==> config.mk <==
export PLATFORM = sky130hd
export DESIGN_NAME = zjh_cc_tf_serial
export DESIGN_NICKNAME = d
export VERILOG_FILES = /design/src/rtl/zjh_cc_tf_serial.sv
export SDC_FILE = /design/constraint.sdc
export NUM_CORES = 1
export LEC_CHECK = 0
export BUFFER_PORTS_ARGS = -buffer_cell sky130_fd_sc_hd__buf_2
export CAP_MARGIN = 20
export CORE_MARGIN = 8
export CORE_UTILIZATION = 50
export CTS_CLUSTER_SIZE = 40
export DETAILED_ROUTE_END_ITERATION = 12
export GPL_TIMING_DRIVEN = 0
export PLACE_DENSITY = 0.72
export SETUP_SLACK_MARGIN = 0.4
export SLEW_MARGIN = 20
export SYNTH_ARGS = -nofsm -noshare
export SYNTH_HDL_FRONTEND = slang
export SYNTH_SLANG_ARGS = --single-unit
==> constraint.sdc <==
create_clock -name clk -period 1.3 [get_ports clk]
set_input_delay 0.325 -clock clk [delete_from_list [all_inputs] [get_ports clk]]
set_output_delay 0.325 -clock clk [all_outputs]
set_load 0.005 [all_outputs]
==> src/rtl/zjh_cc_tf_serial.sv <==
// Bit-serial two's-complement to sign-magnitude converter.
// One word per handshake; magnitude is negated LSB first.
module zjh_cc_tf_serial #(
  parameter int W = 4
) (
  input  logic         clk,
  input  logic         rst,
  input  logic         in_valid,
  output logic         in_ready,
  input  logic [W-1:0] cc_in,
  output logic         out_valid,
  input  logic         out_ready,
  output logic [W-1:0] tf_out,
  output logic         ovf
);

  localparam int CW = (W > 2) ? $clog2(W - 1) : 1;
  localparam logic [CW-1:0] LAST = CW'(W - 2);

  typedef enum logic [1:0] {
    IDLE  = 2'd0,
    SHIFT = 2'd1,
    DONE  = 2'd2
  } state_t;

  state_t        state;
  state_t        state_nxt;
  logic          sign;
  logic [W-2:0]  work;
  logic          seen_one;
  logic [CW-1:0] cnt;

  logic          b;
  logic          rbit;
  logic          seen_nxt;
  logic [W-1:0]  cat;
  logic [W-2:0]  work_nxt;
  logic          last;

  assign in_ready  = (state == IDLE);
  assign out_valid = (state == DONE);

  // Copy bits through the first 1, invert the rest (only when negative).
  assign b        = work[0];
  assign rbit     = sign ? (b ^ seen_one) : b;
  assign seen_nxt = seen_one | b;
  assign cat      = {rbit, work} >> 1;
  assign work_nxt = cat[W-2:0];
  assign last     = (cnt == LAST);

  always_ff @(posedge clk or posedge rst) begin
    if (rst) state <= IDLE;
    else     state <= state_nxt;
  end

  always_comb begin
    state_nxt = state;
    unique case (state)
      IDLE:    if (in_valid)  state_nxt = SHIFT;
      SHIFT:   if (last)      state_nxt = DONE;
      DONE:    if (out_ready) state_nxt = IDLE;
      default: state_nxt = IDLE;
    endcase
  end

  always_ff @(posedge clk or posedge rst) begin
    if (rst) begin
      sign     <= 1'b0;
      work     <= '0;
      seen_one <= 1'b0;
      cnt      <= '0;
      tf_out   <= '0;
      ovf      <= 1'b0;
    end else begin
      unique case (state)
        IDLE: begin
          if (in_valid) begin
            sign     <= cc_in[W-1];
            work     <= cc_in[W-2:0];
            seen_one <= 1'b0;
            cnt      <= '0;
          end
        end
        SHIFT: begin
          work     <= work_nxt;
          seen_one <= seen_nxt;
          cnt      <= cnt + 1'b1;
          if (last) begin
            // A negative zero magnitude is the unrepresentable minimum.
            tf_out <= {sign, work_nxt};
            ovf    <= sign & ~seen_nxt;
          end
        end
        default: ;
      endcase
    end
  end

endmodule
==> results.toml, run 1 <==
[outcome]
outcome = "complete, but fails checks"
violations = "negative setup slack"

[worst_setup_path]
crit_chain = "buf_6, nand2b_4, inv_2, buf_6"
crit_slowest_cell = "dfrtp_1"
critPathKind = "reg2out"
cp_data_required_time_ns = 0.98
cp-start-kind = "register"
worstSetupEndpointType = "output pin"
worstPathArrival_ns = 1.09
slowest_delay_ns = 0.40
crit_top_cell = "buf_6"
cp_num_buf_inv = 3
worstPathMaxFanout = 3
cp_top_family = "flip-flops"

[timing]
fin_skew_ns = 0.00323
setup_viol_count_final = 2
rsz0062_at_grt = "yes"
max_slew_margin_pct = 64.5
finalMaxSlewViolations = 0
hold_violations = 0
tightest_slew_ns = 0.532
period_share_pct = 109
hold_slack_ns = 0.0573
period_needed_ns = 1.41
setup_ws_ns = -0.113
max_clock_freq_mhz = 708

[placed_design]
place_ws_ns = 0.0480
place.gp.congestion = 0.734
io_buffers = 14
dp_cells = 88
place_area_um2 = 772
dpl.hpwl_um = 984

[cts]
h-tree-depth = 1
cts_buffers = 3
cts.clk_slew.worst_paths_ns = 0.09
clock_latency_ns = 0.29
cts.sinks = 14
cts_tree = "yes"
root_buffer = "clkbuf_4"
clk_path_buf_depth = 2

[global_route]
grt_pass1_wl_um = 2900
grt_max_degree = 15
grt_usage_pct = 14.3
antenna_found_initial = 0
grt_pass1_vias = 614
gr-total-overflow = 0

[drt]
dr.pass1.iters = 4
vias = 602
vias_per_cell = 5.42
drt_iter0_markers = 21
wirelength_um = 1940
routedWlPerCell_um = 17.5
final_antenna_net_count = 0
post-route-drc-count = 0

[synth]
syn_nets = 69
synth_seq_cells = 14
yosysSeqAreaShare_pct = 52.6
yosysUniqueCellTypes = 19
synth_warnings = 0
synthesis.area_um2 = 666
netlist_instances = 59
synth.avg_cell_area_um2 = 11.3

[floorplanning]
row_count = 13
die_h_um = 52.5
die_width_um = 52.5
core-area_um2 = 1270
io_pins = 15
die-area_um2 = 2750
start_util_pct = 52.5

[cells_and_area]
fin_util_pct = 86.2
fin_area_um2 = 1090
layout.cells.non_filler = 111
area_growth_pct = 64.3
n_antenna_cell = 0
final_layout_size_suffix_gt1_share_pct = 68.8
nets = 107

[worst_hold_path]
min_path_type = "in2async"

[power]
leakagePower_uw = 0.000562
power_density_nw_per_um2 = 2800
ir_drop_mv = 1.60

[job]
cap_violations = 0
-- sequential cells by signal (all words and copies together), names as in the netlist --
name and flops:
work 3, cnt 2, seen_one 1, state 2, tf_out 4, ovf 1, sign 1
-- synthesized netlist by cell type --
cell / count / area share, %
nand2_1: 6 / 3.4
inv_2: 2 / 1.1
ha_1: 2 / 3.8
nand3b_4: 1 / 3.0
mux2_4: 3 / 6.8
inv_1: 4 / 2.3
nor3b_1: 1 / 1.1
nor2_1: 2 / 1.1
dfrtp_1: 14 / 53
mux2i_1: 1 / 1.5
o21ai_1: 6 / 4.5
a21oi_1: 4 / 3.0
buf_6: 2 / 3.4
o22a_1: 1 / 1.3
nand2b_1: 4 / 3.8
o21bai_1: 1 / 1.1
o22ai_1: 2 / 1.9
mux2_1: 1 / 1.7
and3b_1: 2 / 2.6
-- cell families after synthesis --
kind of cell	share of synthesized area, %
simple gates	15.0
compound gates	11.8
flops	52.6
buf+inv	6.77
mux	9.96
fa+ha+maj	3.76
-- timing repair --
item                       4_1_cts  5_1_grt
setup endpoints to repair       21       21
hold buffers                     0        0
pin swaps                        6        5
buffers inserted                12        7
gates resized for setup         17       10
-- cells in the final DEF, fill, tap and decap left out, drive strengths merged --
master	synthesis	routed
o21ai	6	6
clkbuf	0	4
and3b	2	2
mux2i	1	1
inv	6	6
nand3b	1	1
nand2b	4	4
mux2	4	4
o21bai	1	1
ha	2	2
a21oi	4	4
nor3b	1	1
o22ai	2	2
buf	2	35
nor2	2	2
dfrtp	14	14
o22a	1	1
nand2	6	6
-- report_power, final --
| group | switching [uW] | internal, uW |
|---|---|---|
| clock network | 158 | 171 |
| logic | 787 | 1130 |
| registers | 160 | 653 |
| total | 1100 | 1950 |
-- final timing paths --
path	start	end	slack, ns	cells past startpoint
min	rst	sign	0.06	2
max reg2reg	state[1]	tf_out[1]	0.01	4
max	state[0]	out_valid	-0.11	4
min in group clk	out_ready	state[1]	0.19	2
min reg2reg	tf_out[2]	tf_out[2]	0.51	2
max in group asynchronous	rst	cnt[0]	0.89	2
-- layout make-up --
cell class | instances | area, um^2
multi-input combinational | 37 | 393
clock buffer | 4 | 36.3
fill | 61 | 175
sequential | 14 | 350
timing repair buffer | 33 | 250
tap | 15 | 18.8
inverter | 6 | 22.5
buffer | 2 | 22.5
-- through the flow --
step / power [uW] / setup TNS, ns
final: 3060 / -0.146
after global routing: 3240 / -0.359
after CTS: 2690 / -0.131
after detailed placement: 1780 / 0
after global placement: 1720 / 0
after floorplan: 1500 / 0
-- routing by layer --
layer  share of wire [%]  vias to the layer above  global-route usage [%]
li1                    -                      278                       -
met1                  44                      294                    16.1
met2                  49                       25                    22.9
met3                 5.2                        5                    4.83
met4                 1.6                        0                    8.19
met5                   0                        -                       0
No activity file was read; power rests on OpenSTA's default activity.
==> run 2, diff against run 1 <==
--- a/config.mk
+++ b/config.mk
@@ -15,4 +15,5 @@
 export PLACE_DENSITY = 0.72
 export SETUP_SLACK_MARGIN = 0.4
+export SKIP_LAST_GASP = 1
 export SLEW_MARGIN = 20
 export SYNTH_ARGS = -nofsm -noshare
==> constraint.sdc (replaced) <==
create_clock -name clk -period 1.3 [get_ports clk]
set_input_delay 0.39 -clock clk [delete_from_list [all_inputs] [get_ports clk]]
set_output_delay 0.39 -clock clk [all_outputs]
set_load 0.005 [all_outputs]
==> results.toml, run 2 (same netlist as run 1, synthesis figures left out) <==
[drt]
vias = 592
wirelength_um = 1720
vias_per_cell = 5.29
routedWlPerCell_um = 15.4
drt_iter0_markers = 12
dr.pass1.iters = 4
post-route-drc-count = 0
final_antenna_net_count = 0

[cts]
cts.sinks = 14
postCtsHoldBufs = 0
root_buffer = "clkbuf_4"
clk_path_buf_depth = 2
clock_latency_ns = 0.28
cts.clk_slew.worst_paths_ns = 0.09
h-tree-depth = 1
cts_tree = "yes"
cts_buffers = 3

[timing]
setup_ws_ns = -0.173
period_needed_ns = 1.47
tns_ns = -0.267
max_clock_freq_mhz = 679
setup_viol_count_final = 3
tightest_slew_ns = 0.536
fin_skew_ns = 0.00464
max_slew_margin_pct = 64.2
hold_violations = 0
rsz0062_at_grt = "yes"
period_share_pct = 113
finalMaxSlewViolations = 0

[cells_and_area]
biggestRegsByFlops = "tf_out (4), work (3)"
fill_cells = 67
n_antenna_cell = 0
largest_register_ffs = 4
mostFrequentLayoutCells = "14 x dfrtp_1, 14 x buf_4, 13 x buf_2"
area_growth_pct = 60.7
layout.cells.non_filler = 112
regMostFlops = "tf_out"
final_layout_size_suffix_gt1_share_pct = 67.0
nets = 108

[worst_setup_path]
cp_data_required_time_ns = 0.91
worstPathMaxFanout = 3
rrSetupSlack_ns = 0
rr_worst_depth = 5
critPathKind = "reg2out"
rr_startpoint = "state[0]"
worstSetupEndpointType = "output pin"
worstPathArrival_ns = 1.08
cp-start-kind = "register"
r2r_end = "sign"
crit_end = "out_valid"
crit_path_start = "state[0]"

[worst_hold_path]
min_path_type = "in2async"

[global_route]
grt_usage_pct = 12.5
grt_max_degree = 15
grt_pass1_vias = 612
antenna_found_initial = 0
grt_pass1_wl_um = 2620
gr-total-overflow = 0

[floorplanning]
io_pins = 15
core-area_um2 = 1270
die_h_um = 52.5
die-area_um2 = 2750
row_count = 13
start_util_pct = 52.5
die_width_um = 52.5

[power]
ir_drop_mv = 1.68
leakagePower_uw = 0.000558
power_density_nw_per_um2 = 2730

[job]
cap_violations = 0

[placed_design]
dp_cells = 88
place.gp.congestion = 0.734
dpl.hpwl_um = 984
io_buffers = 14

[outcome]
outcome = "complete, but fails checks"
violations = "negative setup slack"
## run 2: power by group
| group | switching, uW | internal (uW) |
|---|---|---|
| sequential | 149 | 653 |
| clock | 142 | 170 |
| combinational | 733 | 1070 |
## run 2: area by class of cell
cell class                 instances  area (um^2)  share of cell area (%)
multi-input combinational         37          370                    34.6
tap                               15         18.8                    1.75
inverter                           6         22.5                    2.11
sequential                        14          350                    32.7
timing repair buffer              34          249                    23.3
buffer                             2         22.5                    2.11
clock buffer                       4         36.3                    3.39
## run 2: stage by stage
| step | total power (uW) | setup slack [ns] | hold WS (ns) | utilization (%) | area, um^2 |
|---|---|---|---|---|---|
| final | 2920 | -0.173 | 0.138 | 84.3 | 1070 |
| after global placement | 1720 | 0.0660 | 0.451 | 60.8 | 772 |
| after CTS | 2550 | -0.175 | 0.147 | 75.3 | 956 |
| after global routing | 3100 | -0.215 | 0.177 | 84.3 | 1070 |
| after floorplan | 1500 | 0.136 | 0.279 | - | 683 |
| after detailed placement | 1780 | 0.0480 | 0.450 | 60.8 | 772 |
## run 2: critical path, cell delays in order (launching register included)
cell      delay, ns
dfrtp_1        0.40
buf_6          0.13
nand2b_4       0.13
inv_2          0.05
buf_6          0.08
## run 2: metal layers
metal | vias up | part of all wire (%) | track usage [%]
met1 | 285 | 44 | 14.2
met2 | 24 | 49 | 20.4
met3 | 4 | 5.6 | 3.41
met4 | 0 | 1.5 | 7.33
met5 | - | 0 | 0
li1 | 279 | - | -
## run 2: repair_timing
item                       in CTS  in global routing
setup endpoints to repair      21                 21
pin swaps                       5                  6
gates resized for setup        12                 13
hold endpoints to repair        0                  0
setup buffers                  12                  8
## run 2: worst min-delay path by stage
stage / slack, ns / startpoint / endpoint / cells after the start
2_1_floorplan: 0.28 / rst / cnt[0] / 1
3_3_place_gp: 0.45 / rst / tf_out[3] / 2
3_5_place_dp: 0.45 / rst / tf_out[3] / 2
4_1_cts: 0.15 / rst / tf_out[3] / 2
5_1_grt: 0.18 / rst / tf_out[1] / 2
6_report: 0.14 / rst / tf_out[1] / 2
==> run 3, diff against run 2 <==
==> constraint.sdc (replaced) <==
create_clock -name clk -period 1.9 [get_ports clk]
set_input_delay 0.095 -clock clk [delete_from_list [all_inputs] [get_ports clk]]
set_output_delay 0.095 -clock clk [all_outputs]
set_load 0.005 [all_outputs]
==> results.toml, run 3 (same netlist as run 1, synthesis figures left out) <==
[outcome]
outcome = "finished clean"

[cells_and_area]
layout.cells.non_filler = 94
nets = 90
biggestRegsByFlops = "tf_out (4), work (3)"
mostFrequentLayoutCells = "14 x dfrtp_1, 14 x buf_2, 6 x nand2_1, 6 x o21ai_1"
largest_register_ffs = 4
n_antenna_cell = 0
regMostFlops = "tf_out"
area_growth_pct = 21.8
fill_cells = 104
final_layout_size_suffix_gt1_share_pct = 32.9

[placed_design]
io_buffers = 14
place_ws_ns = 0.641
place.gp.congestion = 0.736
dp_cells = 88

[power]
total_power_uw = 1370
power.net_switching_uw = 476
power_density_nw_per_um2 = 1680
pwr-share-clk_pct = 15.4
leakagePower_uw = 0.000434
power_frac_comb_pct = 44.5
power_frac_seq_pct = 40.1
ir_drop_mv = 0.767
p_int_uw = 890
switching_share_pct = 34.8

[drt]
wirelength_um = 1220
vias_per_cell = 4.88
final_antenna_net_count = 0
wl_met2_um = 501
wl_met1_um = 585
vias = 459
routedWlPerCell_um = 13.0
dr.pass1.iters = 4
maxUsedRoutingLayer = "met4"
drt_iter0_markers = 10
met3WireLength_um = 88
post-route-drc-count = 0

[global_route]
grt_max_degree = 15
grt_pass1_vias = 458
grt_pass1_wl_um = 2090
gr-total-overflow = 0
grt_usage_pct = 10.5
antenna_found_initial = 0

[cts]
postCtsSetupBuffers = 0
cts.clk_slew.worst_paths_ns = 0.08
clk_path_buf_depth = 2
clock_latency_ns = 0.28
cts.sinks = 14
cts_tree = "yes"
root_buffer = "clkbuf_4"
h-tree-depth = 1
cts_buffers = 3

[timing]
tns_ns = 0
hold_violations = 0
fin_skew_ns = 0.00270
tightest_slew_ns = 0.539
period_share_pct = 67.7
setup_viol_count_final = 0
max_slew_margin_pct = 64.0
finalMaxSlewViolations = 0
period_needed_ns = 1.29
setup_ws_ns = 0.614
hold_slack_ns = 0.0308
rsz0062_at_grt = "no"
max_clock_freq_mhz = 778

[floorplanning]
io_pins = 15
row_count = 13
die-area_um2 = 2750
core-area_um2 = 1270
die_width_um = 52.5
start_util_pct = 52.5
die_h_um = 52.5

[worst_setup_path]
cp-start-kind = "register"
crit_path_start = "state[0]"
crit_slowest_cell = "dfrtp_1"
worstSetupEndpointType = "output pin"
rrSetupSlack_ns = 0.64
worstPathMaxFanout = 10
critPathKind = "reg2out"
slowest_delay_ns = 0.45
crit_chain = "buf_6, nand2b_1, inv_2, buf_2"
rr_startpoint = "work[0]"
worstPathArrival_ns = 1.19
cp_data_required_time_ns = 1.80

[worst_hold_path]
worstHoldStart = "cc_in[3]"
min_path_type = "in2reg"

[job]
cap_violations = 0
==> run 3: cell count changes in the layout (fill, tap and decap cells not counted), sizes merged <==
cell,change
buf,-20
dlygate4sd3,+2
==> run 3: critical path: cells and delay by family, from the launching register on <==
kind | cells | cell delay, ns
flip-flops | 1 | 0.45
AND/OR/NAND/NOR | 1 | 0.16
buffers and inverters | 3 | 0.31
==> run 3: metrics by stage <==
step                      area (um^2)  util, %
after global routing              811     63.9
after global placement            754     59.5
final                             811     63.9
after detailed placement          754     59.5
after CTS                         811     63.9
after floorplan                   666        -
==> run 3: layer usage <==
layer	track usage [%]	up-vias
li1	-	240
met1	13.2	197
met2	13.6	18
met3	2.84	4
met4	10.3	0
met5	0	-
==> run 3: cell type report <==
class / count / area, um^2 / area share [%]
Clock buffer: 4 / 36.3 / 4.48
Sequential cell: 14 / 350 / 43.2
Buffer: 2 / 22.5 / 2.78
Tap cell: 15 / 18.8 / 2.31
Inverter: 6 / 22.5 / 2.78
Multi-Input combinational cell: 37 / 270 / 33.3
Timing Repair Buffer: 16 / 90.1 / 11.1
==> run 3: timing repair <==
item / in CTS / in global routing
resized for setup: 0 / 0
hold buffers: 2 / 0
endpoints found under the hold margin: 15 / 0
==> run 3: power by group through the flow <==
stage | Sequential (uW) | Clock [uW] | Combinational (uW)
4_1_cts | 549 | 214 | 619
6_report | 548 | 210 | 607
2_1_floorplan | 537 | 0 | 456
5_1_grt | 566 | 235 | 691
3_3_place_gp | 542 | 0 | 599
3_5_place_dp | 554 | 0 | 616
==> run 3: worst paths after layout <==
| check | endpoint | cells after the start |
|---|---|---|
| worst max-delay path | out_valid | 4 |
| worst min-delay path | sign | 2 |
| worst max register to register | work[2] | 5 |
| worst min register to register | cnt[0] | 1 |
| max in group asynchronous | sign | 3 |
| min in group asynchronous | tf_out[2] | 3 |
